$ cat src/rtl/cpu_pkg.sv
// Shared definitions for the instruction-fetch slice.
//   - AXI read-response codes
//   - default halt sentinel
//   - fetch FSM state encoding
//   - fetch_entry_t: one buffered instruction tagged with its byte address
package cpu_pkg;

  localparam logic [1:0] RESP_OKAY   = 2'b00;
  localparam logic [1:0] RESP_SLVERR = 2'b10;

  localparam logic [31:0] HALT_WORD_DEFAULT = 32'hFFFF_FFFF;

  localparam int unsigned INST_W = 32;
  localparam int unsigned PC_W   = 20;

  typedef enum logic [2:0] {
    ST_IDLE,
    ST_WAIT_SPACE,
    ST_ADDR,
    ST_DATA,
    ST_HALT,
    ST_ERR
  } fetch_state_e;

  typedef struct packed {
    logic [INST_W-1:0] inst;
    logic [PC_W-1:0]   pc;
  } fetch_entry_t;

endpackage

$ cat src/rtl/sync_fifo.sv
// Small synchronous FIFO with a registered head.
//   clk, rst   : clock, asynchronous active-high reset
//   flush_i    : empties the FIFO on the next edge (wins over push/pop)
//   push_i     : write wdata_i (accepted when not full, or when popping)
//   pop_i      : drop the head entry (ignored when empty)
//   rdata_o    : head entry, driven straight from the storage registers
//   full_o, empty_o, count_o : occupancy status
module sync_fifo #(
  parameter int unsigned WIDTH = 52,
  parameter int unsigned DEPTH = 2
) (
  input  logic                     clk,
  input  logic                     rst,
  input  logic                     flush_i,
  input  logic                     push_i,
  input  logic [WIDTH-1:0]         wdata_i,
  input  logic                     pop_i,
  output logic [WIDTH-1:0]         rdata_o,
  output logic                     full_o,
  output logic                     empty_o,
  output logic [$clog2(DEPTH):0]   count_o
);

  localparam int unsigned AW = $clog2(DEPTH);
  localparam int unsigned CW = AW + 1;

  logic [WIDTH-1:0] mem_q [DEPTH];
  logic [AW-1:0]    rptr_q, wptr_q;
  logic [CW-1:0]    count_q;
  logic             do_push, do_pop;

  assign empty_o = (count_q == '0);
  assign full_o  = (count_q == CW'(DEPTH));
  assign count_o = count_q;
  assign rdata_o = mem_q[rptr_q];

  // A push into a full FIFO is legal only alongside a pop.
  assign do_push = push_i && (!full_o || pop_i);
  assign do_pop  = pop_i && !empty_o;

  always_ff @(posedge clk or posedge rst) begin
    if (rst) begin
      for (int unsigned i = 0; i < DEPTH; i++) begin
        mem_q[i] <= '0;
      end
      rptr_q  <= '0;
      wptr_q  <= '0;
      count_q <= '0;
    end else if (flush_i) begin
      rptr_q  <= '0;
      wptr_q  <= '0;
      count_q <= '0;
    end else begin
      if (do_push) begin
        mem_q[wptr_q] <= wdata_i;
        wptr_q        <= wptr_q + AW'(1);
      end
      if (do_pop) begin
        rptr_q <= rptr_q + AW'(1);
      end
      count_q <= count_q + CW'(do_push) - CW'(do_pop);
    end
  end

endmodule

$ cat src/rtl/inst_fetch_axi.sv
// AXI4-Lite read master fetching instruction words from BRAM.
//   clk, rst                    : clock, asynchronous active-high reset
//   start                       : level, begins fetching (sampled in IDLE)
//   redirect_valid/redirect_pc  : load a new PC and flush buffered words
//   araddr/arvalid/arready      : AXI read-address channel
//   rdata/rresp/rvalid/rready   : AXI read-data channel
//   inst_valid/inst_ready       : buffered instruction handshake
//   inst/inst_pc                : head instruction and its byte address
//   halted                      : halt sentinel reached (cleared by redirect)
//   error                       : non-OKAY response seen (cleared by reset)
module inst_fetch_axi
  import cpu_pkg::*;
#(
  parameter int unsigned       ADDR_W     = 20,
  parameter int unsigned       DATA_W     = 32,
  parameter int unsigned       FIFO_DEPTH = 2,
  parameter logic [ADDR_W-1:0] RESET_PC   = '0,
  parameter logic [DATA_W-1:0] HALT_WORD  = DATA_W'(HALT_WORD_DEFAULT)
) (
  input  logic              clk,
  input  logic              rst,
  input  logic              start,
  input  logic              redirect_valid,
  input  logic [ADDR_W-1:0] redirect_pc,
  output logic [ADDR_W-1:0] araddr,
  output logic              arvalid,
  input  logic              arready,
  input  logic [DATA_W-1:0] rdata,
  input  logic [1:0]        rresp,
  input  logic              rvalid,
  output logic              rready,
  output logic              inst_valid,
  input  logic              inst_ready,
  output logic [DATA_W-1:0] inst,
  output logic [ADDR_W-1:0] inst_pc,
  output logic              halted,
  output logic              error
);

  localparam int unsigned CW = $clog2(FIFO_DEPTH) + 1;

  fetch_state_e      state_q, state_d;
  logic [ADDR_W-1:0] pc_q, pc_d;
  logic [ADDR_W-1:0] araddr_q, araddr_d;
  logic [ADDR_W-1:0] req_q, req_d;
  logic              drop_q, drop_d;
  logic              halted_q, halted_d;
  logic              error_q, error_d;

  logic              redir;
  logic [ADDR_W-1:0] redir_pc;
  logic              push, pop, flush;
  logic              fifo_full, fifo_empty;
  logic [CW-1:0]     fifo_count, cnt_after;
  logic [DATA_W+ADDR_W-1:0] fifo_head;
  logic              unused_pc_lsbs;

  assign redir          = redirect_valid && (state_q != ST_ERR);
  assign redir_pc       = {redirect_pc[ADDR_W-1:2], 2'b00};
  assign unused_pc_lsbs = ^redirect_pc[1:0];
  assign pop            = !fifo_empty && inst_ready;
  assign cnt_after      = fifo_count + CW'(1) - CW'(pop);

  sync_fifo #(
    .WIDTH (DATA_W + ADDR_W),
    .DEPTH (FIFO_DEPTH)
  ) u_fifo (
    .clk     (clk),
    .rst     (rst),
    .flush_i (flush),
    .push_i  (push),
    .wdata_i ({rdata, req_q}),
    .pop_i   (pop),
    .rdata_o (fifo_head),
    .full_o  (fifo_full),
    .empty_o (fifo_empty),
    .count_o (fifo_count)
  );

  always_ff @(posedge clk or posedge rst) begin
    if (rst) begin
      state_q  <= ST_IDLE;
      pc_q     <= RESET_PC;
      araddr_q <= RESET_PC;
      req_q    <= '0;
      drop_q   <= 1'b0;
      halted_q <= 1'b0;
      error_q  <= 1'b0;
    end else begin
      state_q  <= state_d;
      pc_q     <= pc_d;
      araddr_q <= araddr_d;
      req_q    <= req_d;
      drop_q   <= drop_d;
      halted_q <= halted_d;
      error_q  <= error_d;
    end
  end

  always_comb begin
    state_d  = state_q;
    pc_d     = pc_q;
    req_d    = req_q;
    drop_d   = drop_q;
    halted_d = halted_q;
    error_d  = error_q;
    push     = 1'b0;
    flush    = 1'b0;
    araddr_d = araddr_q;

    unique case (state_q)
      ST_IDLE: begin
        if (start) state_d = ST_ADDR;
      end
      ST_WAIT_SPACE: begin
        if (!fifo_full) state_d = ST_ADDR;
      end
      ST_ADDR: begin
        // A redirect here cannot retract the issued address; the read
        // completes and its word is discarded via the drop flag.
        if (redir) drop_d = 1'b1;
        if (arready) begin
          req_d   = araddr_q;
          state_d = ST_DATA;
          if (!drop_q && !redir) pc_d = pc_q + ADDR_W'(4);
        end
      end
      ST_DATA: begin
        if (redir) drop_d = 1'b1;
        if (rvalid) begin
          // The outstanding read retires now, so nothing is left to drop.
          drop_d = 1'b0;
          if (rresp != RESP_OKAY) begin
            state_d = ST_ERR;
            error_d = 1'b1;
          end else if (drop_q || redir) begin
            state_d = ST_ADDR;
          end else if (rdata == HALT_WORD) begin
            state_d  = ST_HALT;
            halted_d = 1'b1;
          end else begin
            push    = 1'b1;
            state_d = (cnt_after < CW'(FIFO_DEPTH)) ? ST_ADDR : ST_WAIT_SPACE;
          end
        end
      end
      ST_HALT: begin
        if (redir) begin
          halted_d = 1'b0;
          state_d  = ST_ADDR;
        end
      end
      ST_ERR: begin
      end
      default: state_d = ST_IDLE;
    endcase

    if (redir) begin
      pc_d  = redir_pc;
      flush = 1'b1;
    end
    if (state_d == ST_ERR) flush = 1'b1;

    // araddr must stay put while a request waits for arready.
    if (!(state_q == ST_ADDR && !arready)) araddr_d = pc_d;
  end

  always_comb begin
    arvalid    = (state_q == ST_ADDR);
    rready     = (state_q == ST_DATA);
    araddr     = araddr_q;
    inst_valid = !fifo_empty;
    inst       = fifo_head[DATA_W+ADDR_W-1:ADDR_W];
    inst_pc    = fifo_head[ADDR_W-1:0];
    halted     = halted_q;
    error      = error_q;
  end

endmodule

$ cat config.mk
export PLATFORM = sky130hd
export DESIGN_NAME = inst_fetch_axi
export DESIGN_NICKNAME = d
export VERILOG_FILES = /design/src/rtl/cpu_pkg.sv /design/src/rtl/sync_fifo.sv /design/src/rtl/inst_fetch_axi.sv
export SDC_FILE = /design/constraint.sdc
export NUM_CORES = 1
export LEC_CHECK = 0
export CAP_MARGIN = 20
export CORE_MARGIN = 4
export CORE_UTILIZATION = 53
export DETAILED_ROUTE_END_ITERATION = 8
export PLACE_DENSITY = 0.76
export SETUP_SLACK_MARGIN = 0.5
export SYNTH_ARGS = -nofsm -noshare
export SYNTH_HDL_FRONTEND = slang
export SYNTH_SLANG_ARGS = --single-unit
$ cat constraint.sdc
create_clock -name clk -period 7.05 [get_ports clk]
set_input_delay 1.41 -clock clk [delete_from_list [all_inputs] [get_ports clk]]
set_output_delay 1.41 -clock clk [all_outputs]
set_load 0.02 [all_outputs]
# After elaboration in Yosys (flattened, before gate mapping)
# Index checks and enable logic that the tools add are counted.
[word_totals] ff_bits=174 latch_bits=0 ram_bits=0 romBits=0 elab_cells=106 memories=0
[op_classes] n_addsub=7 n_mul=0 n_div=0 n_lt_le_gt_ge=4 n_eq_ne=14 n_shift=0 mux=41 bitwise_logic=3 reduce_logical=25
[ops] operator="$mux W52" n=4
[ops] operator="$bwmux W104" n=1
[ops] operator="$mux W20" n=4
[ops] operator="$demux W52 S1" n=1
[ops] operator="$eq A32 B32 Y1 const B" n=1
[ops] operator="$mux W3" n=8
[ops] operator="$add A20 B3 Y20 const B" n=1
[ops] operator="$mux W1" n=18
[ops] operator="$pmux W3 S6" n=1
[ops] operator="$reduce_bool A2 Y1" n=5
[ops] operator="$eq A3 B3 Y1 const B" n=3
[ops] operator="$ne A2 B2 Y1 const B" n=4
[ops] operator="$logic_and A1 B1 Y1" n=7
[ops] operator="$eq A3 B2 Y1 const B" n=2
[ops] operator="$reduce_and A6 Y1" n=1
[ops] operator="$logic_not A1 Y1" n=5
[ops] operator="$ge A2 B2 Y1 const B" n=2
[ops] operator="$mux W2" n=2
[ops] operator="$not A1 Y2" n=2
[ops] operator="$pmux W1 S2" n=2
[ops] operator="$reduce_and A2 Y1" n=2
[ops] operator="$sub A2 B1 Y2" n=2
[ops] operator="$eq A3 B1 Y1 const B" n=1
[ops] operator="$logic_not A3 Y1" n=1
[ops] operator="other kinds (12)" n=14

# Depth between registers and ports, before layout
# Gate-level depths: netlist of the first run.
[depth] depth_word=15 mapped_depth=9 ltp_nobuf=9

# Hierarchy
# A second synthesis of the first run with hierarchy kept.
[unflattened] cells_unflattened=603 area_unflattened_um2=8191.6
[by_module_without_submodules] mod="sync_fifo" n_inst=1 cells_each=303 area_per_inst_um2=4953.5
[by_module_without_submodules] mod="inst_fetch_axi" n_inst=1 cells_each=300 area_per_inst_um2=3238.1

# Least setup slack after synthesis of the first run
# OpenSTA, ideal clock, no wires.
[synth_path] kind="input -> register" start="input port rdata[15]" end="register u_fifo.mem_q[32] (netlist bit)" arrival_ns=2.838 required_time_ns=6.925 path_slack_ns=4.087 cell_stages=6 n_path_buf=1 cell_sequence="nand4_1 -> nor4_2 -> a211oi_4 -> nand2_4 -> buf_6 -> mux2_2"
[synth_between] elab_chain_cells=10
[synth_lines] item="start, declared" line="inst_fetch_axi.sv:28" text="input logic [DATA_W-1:0] rdata,"
[synth_lines] item="$eq A32 B32 Y1 *" line="inst_fetch_axi.sv:138" text="end else if (rdata == HALT_WORD) begin"
[synth_lines] item="$mux W3" line="inst_fetch_axi.sv:138"
[synth_lines] item="$mux W3" line="inst_fetch_axi.sv:136" text="end else if (drop_q || redir) begin"
[synth_lines] item="$mux W3" line="inst_fetch_axi.sv:133" text="if (rresp != RESP_OKAY) begin"
[synth_lines] item="$mux W3" line="inst_fetch_axi.sv:130" text="if (rvalid) begin"
[synth_lines] item="$pmux W3 S6" line="inst_fetch_axi.sv:111" text="unique case (state_q)"
[synth_lines] item="$eq A3 B3 Y1" line="inst_fetch_axi.sv:162" text="if (state_d == ST_ERR) flush = 1'b1;"
[synth_lines] item="$mux W1" line="inst_fetch_axi.sv:162"
[synth_lines] item="$not A1 Y1 (no line)"
[synth_lines] item="$reduce_and A2 Y1 (no line) *"
[synth_lines] item="end signal, assigned by index" line="sync_fifo.sv:55" text="mem_q[wptr_q] <= wdata_i;"
[synth_lines] item="end, declared" line="sync_fifo.sv:27" text="logic [WIDTH-1:0] mem_q [DEPTH];"
# Every way passes the cells marked *; elsewhere a longest branch is shown, timed or not.
# A chain may end at the register's enable or synchronous reset.

# Worst setup path after layout of the first run
[layout_path] start="register u_fifo.rptr_q" end="output port inst[4]"
[layout_between] elab_chain_cells=4
[layout_lines] item="start, declared" line="sync_fifo.sv:28" text="logic [AW-1:0] rptr_q, wptr_q;"
[layout_lines] item="start signal, assigned" line="sync_fifo.sv:59" text="rptr_q <= rptr_q + AW'(1);"
[layout_lines] item="$not A1 Y2 (implied by the code)" line="sync_fifo.sv:35" text="assign rdata_o = mem_q[rptr_q];"
[layout_lines] item="$mux W52 (implied by the code) (3 in a row)" line="sync_fifo.sv:35"
[layout_lines] item="end, declared" line="inst_fetch_axi.sv:34" text="output logic [DATA_W-1:0] inst,"
# No other way between the ends. The select of a mux whose other input is x is not followed.

==> key figures, run 1 <==
Power and ir drop
  • Part of the total power dissipated in combinational logic: between 30 and 40%
  • Internal power consumption: between 2 and 3 mW
  • Worst VDD drop: about 0.18 mV
  • Switching share of power: 33.2%
  • Sequential group share of total power: just under 40%
  • Net Switching: about 1.2 mW
  • Pleak: around 4.8 nW
  • Clock Power Share: between 20% and 30%
  • PD cells: between 300 and 400 nW/um^2

Drt
  • Per-cell routed wire length: between 15 and 20 um
  • Count of nets left with antenna violations after detail routing: 0
  • Iteration count of the initial detailed-routing pass: 5
  • DRC violation count after routing: 0
  • Detailed Route WL: approximately 18 mm
  • Starting DRT DRC Count: roughly 360
  • Ratio of routed vias to standard cells: 5.62
  • DR vias: between 5k and 6k

Logic synthesis
  • Post-Synthesis Net Count: between 600 and 700
  • Post-synthesis async set-or-reset flop share: between 90% and 100%
  • Number of enable-type register cells in the synthesized netlist: 0
  • Area share of and/or/nand/nor cells after synthesis: between 10% and 20%
  • Top post-synthesis cells by area: dfrtp_1 (53%), mux2_4 (13%), mux2_2 (12%)
  • #FFs+latches synth: roughly 170
  • Ys flop type: dfrtp_1
  • Dominant combinational cell family by area after synthesis: multiplexers
  • Cell area after technology mapping: between 8000 and 9000 sq um
  • Post-synthesis cell count: 630
  • Library cells used by synthesis: around 50
  • Synth warn: 0
  • Synth Area in Adders: less than 1%
  • Largest area contributor in the synthesized netlist: dfrtp_1
  • Synthesized-area fraction occupied by ao, oa, aoi and oai cells: between 4 and 5%
  • Top cell type's share of synthesized area: approximately 53%
  • Mean area per synthesized cell: between 10 and 15 sq um
  • Post-synthesis share of cell area spent on xor and xnor gates: around 2.2%
  • Mux contribution to synthesized area: roughly a quarter
  • Register area share after synthesis: between 50% and 60%

Cells and area
  • Fraction of layout cells with a size suffix above 1: 27.4%
  • Area of all placed cells without fillers: 10,200 sq um
  • Leading cell type in the layout, fill and taps excluded: dfrtp_1
  • Non-filler cells in the finished layout: approximately 960
  • Ant. Diodes: 0
  • Number of nets in the final layout: slightly above 800
  • Commonest non-fill, non-tap cells in the layout: dfrtp_1 (173), clkdlybuf4s50_1 (135), mux2_2 (90)
  • Number of fillers in the final layout: about 1.1k
  • Area growth from synthesis to final layout: 25.1%

Worst setup path
  • Path type of the worst setup path: flop to output port
  • Arrival @ worst endpoint: around 2.6 ns
  • Critical Path End Type: output port
  • Critical Path RT: approximately 5.6 ns
  • Worst-path fanout max: 40
  • Startpoint kind of the worst setup timing path: flop

CTS
  • Number of buffers created by CTS: 17
  • Post-CTS sizing: 0
  • Clock latency on the worst-skew pair: between 0.4 and 0.5 ns
  • Maximum number of buffers from clock root to sink: 2
  • TritonCTS clock tree: yes
  • Count of hold-fix buffers inserted at cts: 0
  • H-tree depth: 4
  • Total clock sinks: 174
  • Buffers inserted by post-CTS timing repair: 0
  • Clk slew on worst S/H paths: 0.07 ns
  • Cell chosen for the clock root: clkbuf_16

STA
  • F_max: approximately 250 MHz
  • Finish-stage setup viols: 0
  • Time the final worst path needs with I/O delays and setup: approximately 4 ns
  • Worst slew margin: about a third
  • Worst-margin pin slew: 1.02 ns
  • Final Max Tran Viols: 0
  • Largest clock skew in the final design: roughly 0.014 ns
  • Hold Fails Final Rpt: 0
  • Final worst-path cycle share: between 50% and 60%
  • TNS Setup: 0 ns
  • Unrepaired setup endpoints after global routing: false

Die
  • Starting density of the core: 54.0%
  • Vertical extent of the die: roughly 130 um
  • Number of top-level design ports: about 140
  • Floorplan die width: 132 um
  • Row cnt: 45
  • Core outline area: about 15,000 sq um
  • Die Footprint: about 17,000 sq um

Outcome
  • Status: completed

Global route
  • Global Route Usage Sum: 21.7%
  • Via count of the first global-routing pass: just under 6k
  • Number of antenna violations at the first check in global routing: 1
  • Largest net degree at the start of global routing: between 100 and 150
  • Grt total ovfl: 0
  • First-pass GRT wire length: 30.5 mm

Flow run
  • MaxCap Viol Count: 0

Place
  • Total instance count after detailed placement: around 930
  • HPWL after detailed placement: approximately 12 mm
  • Routability-driven placement congestion ratio: 0.826
  • Quantity of I/O buffers inserted on ports: ~140
  • Cell area after placement: between 9000 and 10,000 sq um

Min path
  • Class of the worst hold path: flop to flop
-- metrics by stage --
stage | setup slack [ns] | hold WS, ns | total power [mW] | util [%]
after floorplan | 0.923 | 0.444 | 2.27 | -
after global placement | 2.69 | 0.456 | 2.78 | 63.3
after detailed placement | 2.64 | 0.457 | 2.82 | 63.3
after CTS | 3.00 | 0.477 | 3.77 | 67.2
after global routing | 2.95 | 0.491 | 3.95 | 67.6
final | 3.04 | 0.480 | 3.75 | 67.6
-- per-layer routing --
layer	vias up	GRT usage [%]	share of wire (%)
met1	2766	28.8	44
met5	-	0	0.11
met4	2	7.22	0.98
li1	2478	-	-
met3	13	4.92	4.3
met2	134	35.7	51
-- flip-flops by register name (all words and copies together), names as in the netlist --
register and count:
u_fifo.mem_q 104, halted 1, araddr 20, state_q 3
u_fifo.rptr_q 1, req_q 20, u_fifo.count_o 2, drop_q 1
u_fifo.wptr_q 1, error 1, pc_q 20
-- critical path, cell delays in order (launching register included) --
cell             delay [ns]
dfrtp_2                0.63
buf_4                  0.57
mux2_2                 0.40
clkdlybuf4s50_1        0.57
-- power by group through the flow --
stage,Combinational [mW],Sequential [mW],Clock [mW]
6_report,1.37,1.45,0.942
5_1_grt,1.47,1.48,1.00
4_1_cts,1.37,1.45,0.954
3_5_place_dp,1.36,1.46,0
3_3_place_gp,1.34,1.44,0
2_1_floorplan,0.844,1.42,0
-- synthesized netlist by cell type (all sizes together), types with 3 or more instances --
master / n
dfrtp: 174
mux2: 167
nand2: 77
nor2: 35
a21oi: 26
buf: 19
xnor2: 16
clkbuf: 11
inv: 11
nand4: 11
o21ai: 10
o22ai: 8
nand3: 7
nor3: 6
nor4: 6
xor2: 5
a211oi: 4
ha: 4
and2: 3
or4: 3
-- cell families (layout without fill, tap and decap cells) --
| logic type | Yosys count | after routing |
|---|---|---|
| AOI/OAI and AO/OA | 59 | 59 |
| muxes | 168 | 168 |
| adders and majority gates | 4 | 4 |
| buffers and inverters | 41 | 182 |
| and+or+nand+nor | 163 | 163 |
| xor gates and xnor gates | 21 | 21 |
| DFF | 174 | 174 |
-- area by class of cell --
| class | instances | area, sq um | share of cell area, % |
|---|---|---|---|
| well taps | 188 | 235 | 2.30 |
| inverters | 11 | 46.3 | 0.452 |
| clock inverters | 12 | 135 | 1.32 |
| flip-flops and latches | 174 | 4360 | 42.6 |
| multi-input cells | 415 | 3580 | 35.0 |
| clock buffers | 20 | 457 | 4.46 |
| repair buffers | 139 | 1420 | 13.9 |
-- path summary, 6_finish.rpt --
kind / from / to / slack [ns] / cells past startpoint
worst max-delay path: u_fifo.rptr_q / inst[4] / 3.04 / 3
worst min-delay path: error / error / 0.48 / 1
worst max register to register: state_q[1] / u_fifo.mem_q[17] / 4.28 / 5
worst min register to register: error / error / 0.48 / 1
max in group asynchronous: rst / u_fifo.rptr_q / 4.12 / 4
min in group asynchronous: rst / pc_q[19] / 1.36 / 2
Power figures use the tool's default switching activity.
==> run 2, diff against run 1 <==
--- a/config.mk
+++ b/config.mk
@@ -7,9 +7,9 @@
 export LEC_CHECK = 0
 export CAP_MARGIN = 20
 export CORE_MARGIN = 4
-export CORE_UTILIZATION = 53
+export CORE_UTILIZATION = 48
 export DETAILED_ROUTE_END_ITERATION = 8
-export PLACE_DENSITY = 0.76
+export PLACE_DENSITY = 0.72
 export SETUP_SLACK_MARGIN = 0.5
 export SYNTH_ARGS = -nofsm -noshare
 export SYNTH_HDL_FRONTEND = slang
==> constraint.sdc (replaced) <==
create_clock -name clk -period 3.6 [get_ports clk]
set_input_delay 0.72 -clock clk [delete_from_list [all_inputs] [get_ports clk]]
set_output_delay 0.72 -clock clk [all_outputs]
set_load 0.02 [all_outputs]
==> key figures, run 2 (synthesis gave the netlist of run 1 again) <==
Die
  • Die Footprint: 19,200 sq um (+9.8%)
  • Floorplan die width: 139 um (+4.8%)
  • Core outline area: 16,600 sq um (+9.9%)
  • Vertical extent of the die: 139 um (+4.8%)
  • Number of top-level design ports: 138 (unchanged)
  • Row cnt: 47 (+4.4%)
  • Starting density of the core: 49.1% (-4.9 points)

Outcome
  • Status: completed

CTS
  • Maximum number of buffers from clock root to sink: 2 (unchanged)
  • Buffers inserted by post-CTS timing repair: 0 (unchanged)
  • Cell chosen for the clock root: clkbuf_16
  • Post-CTS sizing: 0 (unchanged)
  • TritonCTS clock tree: yes
  • Number of buffers created by CTS: 17 (unchanged)
  • Clock latency on the worst-skew pair: 0.43 ns (about the same)
  • H-tree depth: 4 (unchanged)
  • Total clock sinks: 174 (unchanged)
  • Count of hold-fix buffers inserted at cts: 0 (unchanged)
  • Clk slew on worst S/H paths: 0.07 ns (about the same)

Global route
  • First-pass GRT wire length: 30.8 mm (+0.97%)
  • Largest net degree at the start of global routing: 80 (-30%)
  • Grt total ovfl: 0 (unchanged)
  • Global Route Usage Sum: 19.9% (-1.9 points)
  • Number of antenna violations at the first check in global routing: 0 (-1)
  • Via count of the first global-routing pass: 5,771 (-1.7%)

Drt
  • Detailed Route WL: 18.8 mm (+2.6%)
  • Routed length on met2: 9.43 mm (+1.4%)
  • Starting DRT DRC Count: 349 (-3.6%)
  • DRC violation count after routing: 0 (unchanged)
  • DR vias: 5,391 (-0.037%)
  • Highest Signal Layer: met4
  • Met1 wire length: 8.22 mm (+1.7%)
  • Count of nets left with antenna violations after detail routing: 0 (unchanged)
  • Met3 wirelength from detailed routing: 945 um (+20%)
  • Per-cell routed wire length: 18.8 um (-1.9%)
  • Ratio of routed vias to standard cells: 5.37 (-4.4%)
  • Iteration count of the initial detailed-routing pass: 5 (unchanged)

Min path
  • Class of the worst hold path: flop to flop
  • Worst Hold Launch: error

Place
  • Dpl ws: 0.483 ns (-2.16 ns)
  • Quantity of I/O buffers inserted on ports: 135 (unchanged)
  • Total instance count after detailed placement: 971 (+5.0%)
  • Cell area after placement: 9820 sq um (+2.4%)
  • Routability-driven placement congestion ratio: 0.839 (+1.6%)
  • HPWL after detailed placement: 13.1 mm (+10%)

Power and ir drop
  • Net Switching: 2.53 mW (+100%)
  • Sequential group share of total power: 38.4% (about the same)
  • Clock Power Share: 25.1% (about the same)
  • Worst VDD drop: 0.398 mV (+120%)
  • PD cells: 708 nW/um^2 (+93%)
  • Part of the total power dissipated in combinational logic: 36.5% (about the same)
  • Pleak: 4.93 nW (+1.7%)
  • Switching share of power: 34.2% (+1.0 points)
  • Internal power consumption: 4.85 mW (+94%)

Worst setup path
  • Launch instance of the worst register-to-register path: state_q[1]
  • Slowest-stage cell, CP: dfrtp_2
  • Arrival @ worst endpoint: 2.28 ns (-0.32 ns)
  • Startpoint kind of the worst setup timing path: flop
  • Critical path, cell by cell: buf_12 -> mux2_2 -> clkdlybuf4s50_1
  • Path type of the worst setup path: flop to output port
  • Worst-path fanout max: 42 (+5.0%)
  • CP startpoint: u_fifo.rptr_q
  • Critical Path RT: 2.88 ns (-2.76 ns)
  • Critical Path End Type: output port
  • Worst stage delay on the critical path: 0.60 ns (-0.03 ns)

STA
  • Unrepaired setup endpoints after global routing: false
  • Largest clock skew in the final design: 0.0128 ns (-0.00130 ns)
  • Worst slew margin: 42.5% (+11 points)
  • Worst-margin pin slew: 0.863 ns (-0.160 ns)
  • Time the final worst path needs with I/O delays and setup: roughly 3 ns
  • Final worst-path cycle share: between 80% and 90%
  • Final Max Tran Viols: 0 (unchanged)
  • Worst path setup slack after routing: 0.599 ns (-2.44 ns)
  • Hold Fails Final Rpt: 0 (unchanged)
  • F_max: 333 MHz
  • TNS Setup: 0 ns (unchanged)
  • Finish-stage setup viols: 0 (unchanged)
  • Hold WS: 0.486 ns (+0.00583 ns)

Flow run
  • MaxCap Viol Count: 0 (unchanged)

Cells and area
  • Ant. Diodes: 0 (unchanged)
  • Multi-input gate area: 3580 sq um (unchanged)
  • Number of fillers in the final layout: 1,225 (+12%)
  • Commonest non-fill, non-tap cells in the layout: dfrtp_1 (173), clkdlybuf4s50_1 (135), mux2_2 (90)
  • Fraction of layout cells with a size suffix above 1: 28.6% (+1.2 points)
  • Non-filler cells in the finished layout: 1,003 (+4.6%)
  • Register containing the most flip-flops in the final layout: u_fifo.mem_q
  • Number of nets in the final layout: 835 (+1.5%)
  • Footprint of the flip-flops and latches: 4360 sq um (unchanged)
  • Area growth from synthesis to final layout: 27.4%
  • Leading cell type in the layout, fill and taps excluded: dfrtp_1
  • Area of all placed cells without fillers: 10,400 sq um (+1.8%)
  • Flip-flop count of the largest register after layout: 104 (unchanged)
## run 2: changes by cell type in the layout (fill, tap and decap cells not counted)
cell / previous run / this run
buf_12: 0 / 7
buf_16: 2 / 0
buf_4: 2 / 9
bufinv_16: 2 / 1
clkbuf_1: 1 / 0
clkbuf_8: 2 / 0
clkinv_2: 2 / 0
clkinv_4: 2 / 4
clkinv_8: 0 / 1
clkinvlp_4: 4 / 2
inv_8: 0 / 5
## run 2: final cells by class
cell class	instances	share of cell area, %
flip-flops and latches	174	41.8
multi-input cells	415	34.4
repair buffers	151	15.0
clock buffers	17	4.08
well taps	220	2.64
clock inverters	15	1.65
inverters	11	0.432
## run 2: layer usage
metal  up-vias  GRT usage (%)
met5         -              0
met4         0           5.82
met3        20           4.83
met2       141           33.5
met1      2722           25.7
li1       2508              -
## run 2: worst max-delay path: cells and delay by family, from the launching register on
| kind | cells | cell delay [ns] |
|---|---|---|
| buffers and inverters | 2 | 0.85 |
| DFF | 1 | 0.60 |
| muxes | 1 | 0.38 |
## run 2: path summary, 6_finish.rpt
kind	endpoint	slack, ns	cells after the start
max	inst_pc[17]	0.60	3
min	error	0.49	1
max reg2reg	u_fifo.mem_q[95]	1.15	6
min reg2reg	error	0.49	1
max in group asynchronous	araddr[13]	2.01	3
min in group asynchronous	u_fifo.mem_q[5]	0.75	2
## run 2: power groups by stage
stage	sequential [mW]	clock, mW	combinational (mW)
floorplan	2.79	0	1.65
global placement	2.82	0	2.66
detailed placement	2.87	0	2.70
CTS	2.83	1.89	2.72
global route	2.91	1.97	2.87
finish	2.84	1.85	2.69
## run 2: metrics by stage
step                util, %  total power, mW
floorplan                 -             4.44
finish                 62.6             7.38
detailed placement     59.0             5.56
CTS                    62.6             7.44
global placement       59.0             5.48
global route           62.6             7.75
